### src/rtl/clk_div_pkg.sv
// rtl/clk_div_pkg.sv - shared state encodings, reset defaults and config check for the MBIST clock divider
package clk_div_pkg;

    localparam int DEFAULT_DIV  = 4;
    localparam int DEFAULT_HIGH = 2;

    typedef enum logic [1:0] {
        S_IDLE = 2'd0,
        S_RUN  = 2'd1,
        S_STOP = 2'd2
    } state_t;

    // A usable period needs at least one high and one low cycle.
    function automatic logic cfg_is_valid(input logic [31:0] div, input logic [31:0] high);
        return (div >= 32'd2) && (high >= 32'd1) && (high < div);
    endfunction

endpackage

### src/rtl/clk_div_core.sv
// rtl/clk_div_core.sv - period counter, wrap detect and registered divided clock / tick
module clk_div_core #(
    parameter int CNT_W    = 8,
    parameter int DEF_DIV  = 4,
    parameter int DEF_HIGH = 2
) (
    input  logic             clk,
    input  logic             rst_n,
    input  logic             advance,
    input  logic             active_next,
    input  logic             load,
    input  logic [CNT_W-1:0] load_div,
    input  logic [CNT_W-1:0] load_high,
    output logic             wrap,
    output logic             clk_div_out,
    output logic             tick
);

    logic [CNT_W-1:0] cnt;
    logic [CNT_W-1:0] cnt_nxt;
    logic [CNT_W-1:0] div_act;
    logic [CNT_W-1:0] high_act;
    logic [CNT_W-1:0] high_eff;

    always_comb begin
        wrap     = advance && (cnt == div_act - CNT_W'(1));
        cnt_nxt  = (advance && !wrap) ? cnt + CNT_W'(1) : '0;
        // A config loading on this edge already shapes the first cycle of the new period.
        high_eff = load ? load_high : high_act;
    end

    always_ff @(posedge clk or negedge rst_n) begin
        if (!rst_n) begin
            cnt         <= '0;
            div_act     <= CNT_W'(DEF_DIV);
            high_act    <= CNT_W'(DEF_HIGH);
            clk_div_out <= 1'b0;
            tick        <= 1'b0;
        end else begin
            cnt <= cnt_nxt;
            if (load) begin
                div_act  <= load_div;
                high_act <= load_high;
            end
            clk_div_out <= active_next && (cnt_nxt < high_eff);
            tick        <= active_next && (cnt_nxt == '0);
        end
    end

endmodule

### src/rtl/clk_div_sched.sv
// rtl/clk_div_sched.sv - run/stop FSM, pending config slot and handshake around the divider core
module clk_div_sched
    import clk_div_pkg::*;
#(
    parameter int CNT_W    = 8,
    parameter int DEF_DIV  = DEFAULT_DIV,
    parameter int DEF_HIGH = DEFAULT_HIGH
) (
    input  logic             clk,
    input  logic             rst_n,
    input  logic             en,
    input  logic             cfg_valid,
    output logic             cfg_ready,
    input  logic [CNT_W-1:0] cfg_div,
    input  logic [CNT_W-1:0] cfg_high,
    output logic             cfg_err,
    output logic             clk_div_out,
    output logic             tick,
    output logic             busy
);

    state_t           state;
    state_t           state_nxt;
    logic             pend_vld;
    logic [CNT_W-1:0] pend_div;
    logic [CNT_W-1:0] pend_high;
    logic             wrap;
    logic             advance;
    logic             active_next;
    logic             apply;
    logic             accept;
    logic             cfg_ok;

    always_ff @(posedge clk or negedge rst_n) begin
        if (!rst_n) begin
            state <= S_IDLE;
        end else begin
            state <= state_nxt;
        end
    end

    always_comb begin
        state_nxt = state;
        case (state)
            S_IDLE: if (en) state_nxt = S_RUN;
            S_RUN:  if (!en) state_nxt = wrap ? S_IDLE : S_STOP;
            S_STOP: if (wrap) state_nxt = S_IDLE;
            default: state_nxt = S_IDLE;
        endcase
    end

    always_comb begin
        busy        = (state != S_IDLE);
        advance     = (state != S_IDLE);
        active_next = (state_nxt != S_IDLE);
        cfg_ready   = ~pend_vld;
        accept      = cfg_valid && cfg_ready;
        cfg_ok      = cfg_is_valid(32'(cfg_div), 32'(cfg_high));
        // pend_vld is only set after the accepting edge, so an accept on a wrap waits for the next wrap.
        apply       = pend_vld && ((state == S_IDLE) || wrap);
    end

    always_ff @(posedge clk or negedge rst_n) begin
        if (!rst_n) begin
            pend_vld  <= 1'b0;
            pend_div  <= '0;
            pend_high <= '0;
            cfg_err   <= 1'b0;
        end else begin
            cfg_err <= accept && !cfg_ok;
            if (apply) begin
                pend_vld <= 1'b0;
            end else if (accept && cfg_ok) begin
                pend_vld  <= 1'b1;
                pend_div  <= cfg_div;
                pend_high <= cfg_high;
            end
        end
    end

    clk_div_core #(
        .CNT_W   (CNT_W),
        .DEF_DIV (DEF_DIV),
        .DEF_HIGH(DEF_HIGH)
    ) u_core (
        .clk        (clk),
        .rst_n      (rst_n),
        .advance    (advance),
        .active_next(active_next),
        .load       (apply),
        .load_div   (pend_div),
        .load_high  (pend_high),
        .wrap       (wrap),
        .clk_div_out(clk_div_out),
        .tick       (tick)
    );

endmodule

### config.mk
export PLATFORM = sky130hd
export DESIGN_NAME = clk_div_sched
export DESIGN_NICKNAME = d
export VERILOG_FILES = /design/src/rtl/clk_div_pkg.sv /design/src/rtl/clk_div_core.sv /design/src/rtl/clk_div_sched.sv
export SDC_FILE = /design/constraint.sdc
export NUM_CORES = 1
export LEC_CHECK = 0
export BUFFER_PORTS_ARGS = -buffer_cell sky130_fd_sc_hd__buf_4
export CORE_ASPECT_RATIO = 0.5
export CORE_MARGIN = 8
export CORE_UTILIZATION = 53
export CTS_BUF_LIST = sky130_fd_sc_hd__clkbuf_16
export CTS_CLUSTER_SIZE = 30
export DETAILED_ROUTE_END_ITERATION = 8
export HOLD_SLACK_MARGIN = 0.1
export PLACE_DENSITY = 0.84
export RECOVER_POWER = 100
export SETUP_SLACK_MARGIN = 0.2
export SYNTH_ARGS = -nofsm -noshare
export SYNTH_HDL_FRONTEND = slang
export SYNTH_SLANG_ARGS = --single-unit
### constraint.sdc
create_clock -name clk -period 2.9 [get_ports clk]
set_input_delay 0 -clock clk [delete_from_list [all_inputs] [get_ports clk]]
set_output_delay 0 -clock clk [all_outputs]
set_load 0.01 [all_outputs]
==> flow_summary.ini, run 1 <==
[status]
status = finished with violations
violations = capacitance limit, slew limit, setup timing

[drt]
wl_um = 7640
drt_iter0_drc = 128
top_layer = met4
viasPerCell = 5.91
vias = 2193
wl_met1_um = 3100
drc = 0
route.met2.wl_um = 3620
met3_length_um = 589
drt-pass1-iter-count = 4
wl_per_cell_um = 20.6
postRouteAntennaNets = 0

[synthesis]
post_synth_inst_count = 230
ys_warn_count = 0
ys_async_sr_fraction = 1.00
synth_nets = 266
syn_area_per_cell_um2 = 11.5
ys_top_cells_by_area = dfrtp_1, mux2_2, ha_1, mux2_4, xnor2_1
synthFlopType = dfrtp_1
post-synth-top-area-cell = dfrtp_1
yosysSeqAreaShare = 0.437
synth_cell_types = 45
synth.most_common_cell = dfrtp_1
synth_commonest_cells = dfrtp_1, mux2_2, nor2_1
ys_ff_latch = 46
yosysTopAreaCellShare = 0.417
synth_edf_count = 0
netlist_area_um2 = 2640

[global_route]
antenna_found_initial = 0
grt_pass1_wl_um = 11800
grt_max_degree = 47
grt_use_total = 0.202
grt_pass1_vias = 2251
grt.overflow.total = 0

[floorplanning]
pin_count = 25
rows = 18
initial_core_util = 0.543
dieArea_um2 = 7640
die_w_um = 116
core_um2 = 4860
dieHeight_um = 65.9

[cells_and_area]
stdcell_count = 371
syn_to_final_growth_pct = 31.8
drive_gt1_frac = 0.359
nets = 336
diodes = 0
fill_cells = 299

[timing]
hold_violations = 0
setup_tns_ns = -0.449
fin_crit_ns = 3.35
slew-limit-headroom = -0.663
hold_slack_ns = 0.492
max_freq_mhz = 299
finalMaxSlewViolations = 47
setup_viol = 1
layout_setup_ws_ns = -0.449
worst_pin_slew_ns = 2.49
rsz0062_at_grt = true
finalCritPeriodShare = 1.15
skew_ns = 0.00523

[placed_design]
post-place-ws_ns = -0.332
dpl.cell_count = 340
detailed_place_hpwl_um = 4610
port_buffers = 24
place.gp.congestion = 0.844

[cts]
cts.sinks = 46
cts_buffer_depth = 2
cts_tree = yes
clk_latency_ns = 0.30
clkSlewWorstSetupHoldPaths_ns = 0.07
numCtsBuffers = 5
htree_levels = 2
cts-root-buf = clkbuf_16

[power]
p_leak_nw = 1.66
total_power_mw = 3.58
peakVddDrop_uv = 709
p_per_area_nw_per_um2 = 1030

[worst_setup_path]
worstPathArrival_ns = 3.55
path_cells = or4_4 > o221a_4 > nor2_4 > a211oi_4 > or2_2 > nor2_1 > ha_1 > a21o_1 > a21oi_2 > o22ai_2 > a211o_1 > a31oi_1
required_ns = 3.11
critical_path_class = register to register
worst-path-max-fanout = 4
cpPeakStageDelay_ns = 0.59
crit_path_start_kind = register
crit_path_top_delay_cell = or4_4
end_kind = register

[worst_hold_path]
hold_path_class = input port to register

[job]
maxCapViolations = 1
-- registers in the layout, indices dropped and copies added (netlist names) --
register and count:
cfg_err 1, pend_div 8, pend_high 8, pend_vld 1, state 2, u_core.clk_div_out 1, u_core.cnt 8, u_core.div_act 8
u_core.high_act 8, u_core.tick 1
-- routing by layer --
layer | global-route usage | vias up
met5 | 0 | -
met4 | 0.0880 | 0
met3 | 0.0592 | 34
met2 | 0.342 | 106
met1 | 0.237 | 1084
li1 | - | 969
-- critical path: cells and delay by family, from the launching register on --
kind / cells / cell delay [ns]
flip-flops: 1 / 0.43
AO/OA/AOI/OAI: 7 / 1.28
adder cells (fa/ha/maj): 1 / 0.29
AND/OR/NAND/NOR: 4 / 1.24
-- power by group --
part / switching, mW / internal, mW / leakage [nW] / total, mW
Combinational: 0.819 / 0.946 / 1.04 / 1.77
Clock: 0.270 / 0.323 / 0.0664 / 0.592
Sequential: 0.287 / 0.938 / 0.559 / 1.22
-- repair_timing --
action,in CTS,in global routing
buffers inserted,2,2
endpoints found under the setup margin,1,10
endpoints found under the hold margin,66,0
hold buffers,19,0
pin swaps,4,2
gates resized for setup,10,6
-- final cells by class --
cell class | count | area (µm²) | area share
clock inverters | 3 | 23.8 | 0.00682
clock buffers | 5 | 125 | 0.0359
flip-flops and latches | 46 | 1150 | 0.331
inverters | 14 | 52.6 | 0.0151
well taps | 70 | 87.6 | 0.0251
repair buffers | 72 | 577 | 0.166
multi-input cells | 161 | 1460 | 0.420
-- cell usage in the layout (no fill, tap or decap), drive strengths merged, types with 7 or more instances in the layout --
cell	count
xnor2	9
dfrtp	44
xor2	8
buf	46
inv	15
clkbuf	12
nor2	19
dlygate4sd3	19
mux2i	7
mux2	33
ha	16
-- cell families after synthesis --
family / after synthesis / share of synthesized area
multiplexers: 40 / 0.184
flip-flops: 46 / 0.437
adder cells (fa/ha/maj): 16 / 0.0758
AND/OR/NAND/NOR: 54 / 0.105
XOR/XNOR: 17 / 0.0563
AO/OA/AOI/OAI: 34 / 0.104
buffers and inverters: 23 / 0.0384
-- final timing paths --
check                                         from            endpoint  slack, ns  cells after the start
worst max-delay path             u_core.div_act[1]  u_core.clk_div_out      -0.45                     12
worst max register to register   u_core.div_act[1]  u_core.clk_div_out      -0.45                     12
worst min-delay path                   cfg_high[7]        pend_high[7]       0.49                      3
worst min register to register  u_core.high_act[5]  u_core.high_act[5]       0.52                      1
min in group asynchronous                    rst_n   u_core.div_act[4]       1.03                      2
max in group asynchronous                    rst_n  u_core.clk_div_out       0.45                      2
-- per-stage QoR --
step	instance area (µm²)	util
final	3480	0.716
after detailed placement	3080	0.633
after global placement	3080	0.633
after floorplan	2670	-
after CTS	3470	0.713
after global routing	3480	0.716
Power figures use the tool's default switching activity.
==> run 2, diff against run 1 <==
--- a/config.mk
+++ b/config.mk
@@ -5,6 +5,7 @@
 export SDC_FILE = /design/constraint.sdc
 export NUM_CORES = 1
 export LEC_CHECK = 0
+export ABC_AREA = 1
 export BUFFER_PORTS_ARGS = -buffer_cell sky130_fd_sc_hd__buf_4
 export CORE_ASPECT_RATIO = 0.5
 export CORE_MARGIN = 8
@@ -13,7 +14,7 @@
 export CTS_CLUSTER_SIZE = 30
 export DETAILED_ROUTE_END_ITERATION = 8
 export HOLD_SLACK_MARGIN = 0.1
-export PLACE_DENSITY = 0.84
+export PLACE_DENSITY = 0.76
 export RECOVER_POWER = 100
 export SETUP_SLACK_MARGIN = 0.2
 export SYNTH_ARGS = -nofsm -noshare
==> flow_summary.ini, run 2 <==
[synthesis]
ys_async_sr_fraction = 1.00
yosysSeqAreaShare = 0.456
netlist_area_um2 = 2530
synth_commonest_cells = nand2_1, inv_1, dfrtp_1
yosysTopAreaCellShare = 0.435
synth_nets = 350
synth_cell_types = 31
ys_ff_latch = 46
synthFlopType = dfrtp_1
syn_area_per_cell_um2 = 8.05
post_synth_inst_count = 314
synth.most_common_cell = nand2_1
ys_warn_count = 0
post-synth-top-area-cell = dfrtp_1
ys_top_cells_by_area = dfrtp_1, nand2_1, inv_1, ha_1, o21ai_0
synth_edf_count = 0

[worst_setup_path]
path_delay_family = simple AND/OR/NAND/NOR gates
cpPeakStageDelay_ns = 0.44
worst-path-max-fanout = 10
worstPathArrival_ns = 2.82
path_cells = inv_4 > ha_1 > nand2_2 > nor2_4 > nand3_1 > nand2_1 > nand3_1 > nor2_2 > nand2_2 > nand2_4 > nand2_8 > inv_4 > or2_1 > o21ai_0 > ha_1 > a21oi_1 > nand2_1 > a21oi_2
critical_path_class = register to register
required_ns = 3.11
critPathBufInv = 2
ff2ff_setup_slack_ns = 0.30
end_kind = register
crit_path_top_delay_cell = dfrtp_2
crit_path_start_kind = register

[power]
pwr-share-comb = 0.080
peakVddDrop_uv = 251
p_switching_mw = 0.289
p_per_area_nw_per_um2 = 415
p_leak_nw = 1.73
pwr-share-seq = 0.509
clock_power_share = 0.411
switching_share = 0.220
p_int_mw = 1.03

[cells_and_area]
fin_util = 0.705
syn_to_final_growth_pct = 25.1
mostFrequentLayoutCell = nand2_1
nets = 403
fill_cells = 329
drive_gt1_frac = 0.160
final_cell_mix = nand2_1, inv_1, dfrtp_1, o21ai_0, buf_4
diodes = 0
multiInputGateArea_um2 = 1160
regArea_um2 = 1160

[timing]
layout_setup_ws_ns = 0.297
setup_viol = 0
finalCritPeriodShare = 0.897
finalMaxSlewViolations = 0
slew-limit-headroom = 0.278
setup_tns_ns = 0
rsz0062_at_grt = false
max_freq_mhz = 384
hold_violations = 0
fin_crit_ns = 2.60
skew_ns = 0.00668
worst_pin_slew_ns = 1.08

[placed_design]
post-place-ws_ns = 0.239
port_buffers = 24
detailed_place_hpwl_um = 4080
place.gp.congestion = 0.853

[global_route]
grt_use_total = 0.167
grt_pass1_vias = 2148
grt_pass1_wl_um = 9980
antenna_found_initial = 0
grt_max_degree = 47
grt.overflow.total = 0

[drt]
postRouteAntennaNets = 0
wl_um = 5670
drt-pass1-iter-count = 4
vias = 2104
drc = 0
wl_per_cell_um = 13.1
drt_iter0_drc = 109
viasPerCell = 4.85

[floorplanning]
initial_core_util = 0.563
dieArea_um2 = 7370
core_um2 = 4490
rows = 17
die_w_um = 114
pin_count = 25
dieHeight_um = 64.8

[cts]
htree_levels = 2
cts.sinks = 46
numCtsBuffers = 5
cts_buffer_depth = 2
clk_latency_ns = 0.28
cts_tree = yes
clkSlewWorstSetupHoldPaths_ns = 0.06
cts-root-buf = clkbuf_16

[status]
status = completed

[worst_hold_path]
hold_path_class = input port to asynchronous set/reset pin

[job]
maxCapViolations = 0
## run 2: changes by cell type after synthesis, sizes merged, moves of 4 or more
cell	change
a21o	-4
a21oi	+5
and3	-5
clkbuf	-4
inv	+43
mux2	-33
mux2i	-7
nand2	+82
nand2b	-5
nand3	+6
nor2	+4
o21ai	+25
or2	+7
xnor2	-6
## run 2: through the flow
stage / power, mW / cell area [µm²] / hold slack, ns / instances
final: 1.31 / 3160 / 0.468 / 434
after global placement: 0.758 / 2780 / 0.0220 / 401
after global routing: 1.37 / 3160 / 0.496 / 434
after detailed placement: 0.763 / 2780 / 0.0285 / 401
after floorplan: 0.711 / 2530 / -0.296 / 314
after CTS: 1.32 / 3120 / 0.276 / 428
## run 2: worst reg2reg max path, delay by kind of cell (launching register included)
kind,cells,cell delay [ns]
simple gates,11,1.01
fa+ha+maj,2,0.53
buf+inv,2,0.17
compound gates,3,0.40
flops,1,0.44
## run 2: kinds of logic after synthesis
| family | count (synthesis) | share of synthesized area |
|---|---|---|
| flops | 46 | 0.456 |
| compound gates | 42 | 0.0930 |
| fa+ha+maj | 16 | 0.0792 |
| buf+inv | 62 | 0.0935 |
| simple gates | 140 | 0.250 |
| xor+xnor | 8 | 0.0277 |
## run 2: what timing repair did
action                                  in CTS  in global routing
buffers inserted                             0                  6
endpoints found under the setup margin       0                  1
hold endpoints to repair                    65                  0
gates resized for setup                      0                 14
hold buffers                                19                  0
## run 2: area by class of cell
| type | instances | share of cell area |
|---|---|---|
| Sequential cell | 46 | 0.365 |
| Multi-Input combinational cell | 206 | 0.367 |
| Clock inverter | 3 | 0.00554 |
| Tap cell | 66 | 0.0261 |
| Clock buffer | 5 | 0.0395 |
| Timing Repair Buffer | 51 | 0.127 |
| Inverter | 57 | 0.0692 |
## run 2: routing by layer
layer / GRT usage / part of all wire / vias up / wire length (µm)
met4: 0.0609 / 0.014 / 0 / 80
li1: - / - / 1089 / -
met3: 0.0517 / 0.043 / 8 / 242
met2: 0.256 / 0.44 / 37 / 2480
met1: 0.217 / 0.51 / 970 / 2870
met5: 0 / 0 / - / 0
## run 2: path summary, 6_finish.rpt
kind,startpoint,end,cells past startpoint
max,u_core.div_act[0],u_core.clk_div_out,18
min in group clk,cfg_div[7],pend_div[7],4
max reg2reg,u_core.div_act[0],u_core.clk_div_out,18
min,rst_n,pend_div[6],2
max in group asynchronous,rst_n,u_core.div_act[0],2
min reg2reg,pend_high[4],pend_high[4],2
## run 2: power by group through the flow
stage / Combinational [mW] / Clock (mW) / Sequential (mW)
global route: 0.119 / 0.579 / 0.670
detailed placement: 0.0835 / 0 / 0.680
floorplan: 0.0334 / 0 / 0.677
finish: 0.105 / 0.541 / 0.668
CTS: 0.105 / 0.548 / 0.668
global placement: 0.0788 / 0 / 0.679
